$ cat config.mk
export PLATFORM = sky130hd
export DESIGN_NAME = input_debouncer
export DESIGN_NICKNAME = d
export VERILOG_FILES = /design/src/rtl/input_debouncer.sv
export SDC_FILE = /design/constraint.sdc
export NUM_CORES = 1
export LEC_CHECK = 0
export CELL_PAD_IN_SITES_DETAIL_PLACEMENT = 1
export CELL_PAD_IN_SITES_GLOBAL_PLACEMENT = 2
export CORE_ASPECT_RATIO = 1.5
export CORE_MARGIN = 1
export CORE_UTILIZATION = 25
export CTS_CLUSTER_DIAMETER = 100
export CTS_CLUSTER_SIZE = 16
export DETAILED_ROUTE_END_ITERATION = 6
export PLACE_DENSITY = 0.81
export SLEW_MARGIN = 20
export SYNTH_ARGS = -nofsm -noshare
export SYNTH_HDL_FRONTEND = slang
export SYNTH_SLANG_ARGS = --single-unit
$ cat constraint.sdc
create_clock -name clk -period 3.95 [get_ports clk]
set_input_delay 0.9875 -clock clk [delete_from_list [all_inputs] [get_ports clk]]
set_output_delay 0.9875 -clock clk [all_outputs]
set_load 0.05 [all_outputs]
$ cat src/rtl/input_debouncer.sv
// rtl/input_debouncer.sv - synchroniser plus counter-based stability filter for a raw async input
//
// Purpose:
//   Turns a raw, asynchronous single-bit input into a clean level in the clk
//   domain. An N-flop synchroniser feeds a two-state filter. db_out follows
//   the synchronised input only after that input has differed from db_out for
//   STABLE_CYCLES consecutive enabled edges.
//
// Ports:
//   clk        in   system clock, rising edge
//   rst        in   asynchronous active-high reset
//   en         in   filter enable; low freezes db_out and clears qualification
//   raw_in     in   unsynchronised raw input
//   db_out     out  debounced level (registered)
//   busy       out  high while a candidate transition is being qualified
//   glitch_cnt out  16-bit saturating count of rejected glitches
//
// Build option:
//   DEBOUNCE_GLITCH_CNT_EN - when defined, glitch_cnt counts CHECK->STABLE
//   reverts; when undefined, glitch_cnt is tied to zero.

module input_debouncer #(
   parameter int unsigned SYNC_STAGES   = 2,
   parameter int unsigned STABLE_CYCLES = 16,
   parameter int unsigned CNT_W         = 8,
   parameter logic        RESET_LEVEL   = 1'b0
) (
   input  logic        clk,
   input  logic        rst,
   input  logic        en,
   input  logic        raw_in,
   output logic        db_out,
   output logic        busy,
   output logic [15:0] glitch_cnt
);

   typedef enum logic {
      ST_STABLE = 1'b0,
      ST_CHECK  = 1'b1
   } state_t;

   // Counter value at which the last qualifying edge is being taken.
   localparam logic [CNT_W-1:0] LP_CNT_LAST = CNT_W'(STABLE_CYCLES - 1);
   localparam logic [CNT_W-1:0] LP_CNT_ONE  = CNT_W'(1);

   logic [SYNC_STAGES-1:0] r_sync;
   logic                   w_sync_out;
   logic                   w_diff;
   state_t                 r_state;
   logic [CNT_W-1:0]       r_cnt;
   logic                   r_db;
   logic                   r_busy;

   // Synchroniser runs independently of en.
   always_ff @(posedge clk or posedge rst) begin
      if (rst) begin
         r_sync <= {SYNC_STAGES{RESET_LEVEL}};
      end else begin
         r_sync <= {r_sync[SYNC_STAGES-2:0], raw_in};
      end
   end

   assign w_sync_out = r_sync[SYNC_STAGES-1];
   assign w_diff     = (w_sync_out != r_db);

   // Stability filter. busy is registered alongside the state so that it is
   // a pure flop output with no combinational path from raw_in.
   always_ff @(posedge clk or posedge rst) begin
      if (rst) begin
         r_state <= ST_STABLE;
         r_cnt   <= '0;
         r_db    <= RESET_LEVEL;
         r_busy  <= 1'b0;
      end else if (!en) begin
         r_state <= ST_STABLE;
         r_cnt   <= '0;
         r_busy  <= 1'b0;
      end else begin
         case (r_state)
            ST_STABLE: begin
               if (w_diff) begin
                  if (STABLE_CYCLES == 1) begin
                     // A single differing edge is already enough.
                     r_db  <= w_sync_out;
                     r_cnt <= '0;
                  end else begin
                     r_state <= ST_CHECK;
                     r_cnt   <= LP_CNT_ONE;
                     r_busy  <= 1'b1;
                  end
               end else begin
                  r_cnt <= '0;
               end
            end
            ST_CHECK: begin
               if (!w_diff) begin
                  // Input reverted before qualifying: reject as glitch.
                  r_state <= ST_STABLE;
                  r_cnt   <= '0;
                  r_busy  <= 1'b0;
               end else if (r_cnt == LP_CNT_LAST) begin
                  r_db    <= w_sync_out;
                  r_state <= ST_STABLE;
                  r_cnt   <= '0;
                  r_busy  <= 1'b0;
               end else begin
                  r_cnt <= r_cnt + LP_CNT_ONE;
               end
            end
            default: begin
               r_state <= ST_STABLE;
               r_cnt   <= '0;
               r_busy  <= 1'b0;
            end
         endcase
      end
   end

   assign db_out = r_db;
   assign busy   = r_busy;

`ifdef DEBOUNCE_GLITCH_CNT_EN
   logic        w_glitch;
   logic [15:0] r_glitch_cnt;

   // Only a revert while qualifying counts; en=0 aborts and successful
   // qualifications do not.
   assign w_glitch = en && (r_state == ST_CHECK) && !w_diff;

   always_ff @(posedge clk or posedge rst) begin
      if (rst) begin
         r_glitch_cnt <= 16'h0000;
      end else if (w_glitch && (r_glitch_cnt != 16'hFFFF)) begin
         r_glitch_cnt <= r_glitch_cnt + 16'h0001;
      end
   end

   assign glitch_cnt = r_glitch_cnt;
`else
   assign glitch_cnt = 16'h0000;
`endif

endmodule
* Word level (Yosys, flattened, before mapping)
Index checks and enable logic that the tools add are counted.
** Operators by class
- $add $sub $neg :: 1
- Equality and inequality tests :: 4
- Mux-type cells :: 15
- Bitwise operators :: 1
- Reduce and logical (&&, ||, !) cells :: 2
** Operators with widths (count)
- $mux 8 :: 3
- $pmux 8 s2 :: 1
- $mux 1 :: 9
- $add 8x1->8 const B :: 1
- $eq 8x4->1 const B :: 1
- $ne 4x3->1 const B :: 1
- $pmux 1 s2 :: 2
- $reduce_and 4->1 :: 1
- $ne 3x3->1 const B :: 1
- $reduce_and 2->1 :: 1
- $ne 1x1->1 :: 1
- $not 1->1 :: 1
** Storage, ports and cells
- Bits in registers :: 13
- Input bits :: 4
- Output and inout bits :: 18
- Logic and storage cells :: 28

* Logic depth before layout (Yosys ltp)
- Word-level depth :: 5
- Mapped depth :: 4
- Depth with buffers taken out :: 4

* Worst setup path before layout
OpenSTA, ideal clock, no wires.
- Kind :: input to register
- Start point :: input port en
- End point :: register r_db (netlist: db_out)
- Setup time :: 0.128 ns
- Arrival time :: 1.646 ns
- Data required time :: 3.822 ns
- Slack :: 2.177 ns
- Stages :: 3
- Path buffers :: 0
- Cell sequence :: nand2_1 nor4b_4 mux2_1
** On the way
- Word-level cells in the longest chain between the ends :: 1
** RTL lines
- start: declaration :: line 30 : input logic en,
- $reduce_and 4->1 (no source line)
- end signal: assignment :: line 84 : r_db <= w_sync_out;
- end signal: assignment :: line 102 : r_db <= w_sync_out;
- end: declaration :: line 51 : logic r_db;
No other way between the ends.
A chain may end at the register's enable or synchronous reset.

* Worst setup path in the final report
- Start point :: register r_db (netlist: db_out)
- End point :: output port db_out
** RTL lines
- end: declaration :: line 32 : output logic db_out,
No word-level cell between the ends.

==> results.json <==
{
  "share_comb_of_total_power": 0.160,
  "global_route.overflow_total": 0,
  "multiInputGateArea_um2": 316.6,
  "io-pin-count": 22,
  "skew_ns": 0.002093,
  "power.ir.vdd_worst_v": 0.0002097,
  "tns_ns": 0,
  "post_synth_cell_types": 26,
  "number_of_antenna_violations_at_the_first_check_in_global_routing": 0,
  "first_iter_violations": 15,
  "synth_seq_area_share": 0.4483,
  "number_of_global_route_vias_before_repair": 524,
  "grt_max_degree": 14,
  "cell_internal_pwr_w": 0.0002130,
  "fillerInstances": 337,
  "routabilityCongestion": 0.7264,
  "placement.setup.worst_slack_ns": 1.567,
  "area_growth_pct": 10.17,
  "period_needed_ns": 2.445,
  "crit_path_start_kind": "flip-flop",
  "critical_path_arrival_ns": 1.46,
  "status": "finished clean",
  "htree_levels": 1,
  "cp_data_required_time_ns": 2.96,
  "path_buf_inv": 1,
  "clk_pin_slew_ns": 0.06,
  "clock_path_buffers": 2,
  "die-width_um": 45.99,
  "hold_path.class": "reg -> reg",
  "layoutNonFillerInstCount": 118,
  "crit_family": "buffers and inverters",
  "leakagePower_nw": 0.3439,
  "effective_utilization_at_floorplan": 0.2683,
  "placementRows": 23,
  "power.switching_fraction": 0.3147,
  "drtAntennaViolNets": 0,
  "n_antenna_cell": 0,
  "longest_individual_stage_delay_on_the_worst_path_ns": 0.82,
  "tritoncts_num_sinks": 13,
  "avgViaCountPerCell": 4.136,
  "seq_power_share": 0.446,
  "mostFrequentLayoutCell": "sky130_fd_sc_hd__conb_1",
  "design.die.area_um2": 3127,
  "slew_viol_final": 0,
  "cts_setup_buffers": 0,
  "yosys_warnings": 0,
  "grt_setup_unrepaired": "false",
  "globalRouteTotalUtil": 0.1090,
  "cts_buffers": 3,
  "syn_avg_cell_area_um2": 9.807,
  "critical_path.max_fanout": 3,
  "p_switching_w": 0.00009784,
  "postCtsResizedCells": 0,
  "layout.nets": 87,
  "max-cap-violations": 0,
  "area.sequential_um2": 325.3,
  "postSynthRegisterBits": 13,
  "cp-end-kind": "output pin",
  "slowest_stage": "sky130_fd_sc_hd__clkdlybuf4s50_1",
  "clockRootBuffer": "sky130_fd_sc_hd__clkbuf_8",
  "layout.cells.most_common_list": "sky130_fd_sc_hd__conb_1, sky130_fd_sc_hd__dfrtp_1, sky130_fd_sc_hd__nand2_1, sky130_fd_sc_hd__a21oi_1, sky130_fd_sc_hd__clkdlybuf4s50_1",
  "routed-via-count": 488,
  "final-hold-violation-count": 0,
  "cts_hold_buffers": 0,
  "die_h_um": 67.99,
  "cts_tree": "yes",
  "yosys-top-cells-area": "sky130_fd_sc_hd__dfrtp_1, sky130_fd_sc_hd__buf_4, sky130_fd_sc_hd__a21oi_1, sky130_fd_sc_hd__nor4b_4, sky130_fd_sc_hd__nand2_1",
  "core_area_um2": 2705,
  "placedCellCount": 114,
  "dr.pass1.iters": 2,
  "drt_drc_violations_left": 0,
  "critical_path_class": "reg -> out",
  "routed_wl_um": 1314,
  "post-dp-hpwl_um": 1000,
  "finalSetupViolCount": 0,
  "synth.cell_area_um2": 725.7,
  "final_min_period_over_clock_period": 0.6189,
  "fmax_mhz": 409.0,
  "timing.critical_path.cells": "clkdlybuf4s50_1",
  "power_density_nw_per_um2": 388.8,
  "post_synth_inst_count": 74,
  "layout-drive-gt1-share": 0.06173,
  "clock_power_share": 0.393,
  "holdWs_ns": 0.3491,
  "placed_cell_area_um2": 753.2,
  "synth.largest_area_cell": "sky130_fd_sc_hd__dfrtp_1",
  "wl_per_cell_um": 11.14,
  "finish.instance_area_um2": 799.5,
  "number_of_port_buffers": 5,
  "clock_insertion_delay_worst_skew_ns": 0.25,
  "synthDominantCellAreaShare": 0.4483,
  "worst_slack_ns": 1.505,
  "grt_first_pass_wirelength_um": 2380
}
==> power by group through the flow <==
stage	Clock, W	Sequential (W)	Combinational (W)
global route	0.000133	0.000139	0.0000522
global placement	0	0.000141	0.0000495
CTS	0.000128	0.000139	0.0000498
detailed placement	0	0.000141	0.0000497
floorplan	0	0.000144	0.0000525
finish	0.000122	0.000139	0.0000498
==> final timing paths <==
check | cells after the start | end | slack [ns] | startpoint
worst max-delay path | 1 | db_out | 1.51 | db_out$_DFFE_PP0P_
worst min-delay path | 0 | r_sync[1]$_DFF_PP0_ | 0.35 | r_sync[0]$_DFF_PP0_
worst max register to register | 3 | db_out$_DFFE_PP0P_ | 2.13 | r_cnt[6]$_DFF_PP0_
worst min register to register | 0 | r_sync[1]$_DFF_PP0_ | 0.35 | r_sync[0]$_DFF_PP0_
max in group asynchronous | 2 | r_cnt[5]$_DFF_PP0_ | 2.55 | rst
min in group asynchronous | 2 | r_sync[1]$_DFF_PP0_ | 1.07 | rst
==> area by class of cell <==
class	count	area share
clock buffer	3	0.05164
clock inverter	1	0.006260
inverter	4	0.01878
multi-input combinational	55	0.3959
sequential	13	0.4069
tap	37	0.05790
timing repair buffer	5	0.06260
==> cell usage after synthesis <==
| master | instances |
|---|---|
| sky130_fd_sc_hd__a211oi_1 | 1 |
| sky130_fd_sc_hd__a21boi_1 | 1 |
| sky130_fd_sc_hd__a21oi_1 | 5 |
| sky130_fd_sc_hd__a31oi_1 | 1 |
| sky130_fd_sc_hd__buf_2 | 1 |
| sky130_fd_sc_hd__buf_4 | 16 |
| sky130_fd_sc_hd__conb_1 | 1 |
| sky130_fd_sc_hd__dfrtp_1 | 13 |
| sky130_fd_sc_hd__ha_1 | 1 |
| sky130_fd_sc_hd__inv_1 | 4 |
| sky130_fd_sc_hd__mux2_1 | 1 |
| sky130_fd_sc_hd__nand2_1 | 5 |
| sky130_fd_sc_hd__nand2b_1 | 1 |
| sky130_fd_sc_hd__nand3_1 | 3 |
| sky130_fd_sc_hd__nand3b_1 | 1 |
| sky130_fd_sc_hd__nand4_1 | 1 |
| sky130_fd_sc_hd__nand4b_1 | 1 |
| sky130_fd_sc_hd__nor2_1 | 3 |
| sky130_fd_sc_hd__nor4b_4 | 1 |
| sky130_fd_sc_hd__o211ai_1 | 2 |
| sky130_fd_sc_hd__o21ai_0 | 3 |
| sky130_fd_sc_hd__o21bai_1 | 2 |
| sky130_fd_sc_hd__or3_1 | 3 |
| sky130_fd_sc_hd__or4_1 | 1 |
| sky130_fd_sc_hd__xnor2_1 | 1 |
| sky130_fd_sc_hd__xor2_1 | 1 |
==> kinds of logic after synthesis <==
group | count (synthesis) | share of synthesized area
AO/OA/AOI/OAI | 15 | 0.1259
XOR/XNOR | 2 | 0.02414
adder cells (fa/ha/maj) | 1 | 0.01724
buffers and inverters | 21 | 0.1931
flip-flops | 13 | 0.4483
multiplexers | 1 | 0.01552
other | 1 | 0.005167
AND/OR/NAND/NOR | 20 | 0.1707
==> routing by layer <==
layer | vias up | global-route usage | wire [µm]
met2 | 13 | 0.1849 | 691
li1 | 235 | - | -
met5 | - | 0 | 0
met3 | 4 | 0.007916 | 42
met1 | 236 | 0.1144 | 538
met4 | 0 | 0.09926 | 41
==> worst reg2reg max path, cell delays in order (launching register included) <==
cell and delay (ns):
sky130_fd_sc_hd__dfrtp_1 0.40, sky130_fd_sc_hd__or4_1 0.70, sky130_fd_sc_hd__nor4b_4 0.27, sky130_fd_sc_hd__mux2_1 0.34
==> registers in the layout, indices dropped and copies added, names as in the netlist <==
| register | count |
|---|---|
| busy | 1 |
| db_out | 1 |
| r_cnt | 8 |
| r_sync | 2 |
| r_state | 1 |
==> through the flow <==
step                      power [W]    util
after floorplan           0.0001961       -
after detailed placement  0.0001911  0.2784
after global routing      0.0003243  0.2956
final                     0.0003109  0.2956
after CTS                 0.0003169  0.2956
after global placement    0.0001907  0.2784
Power figures use the tool's default switching activity.
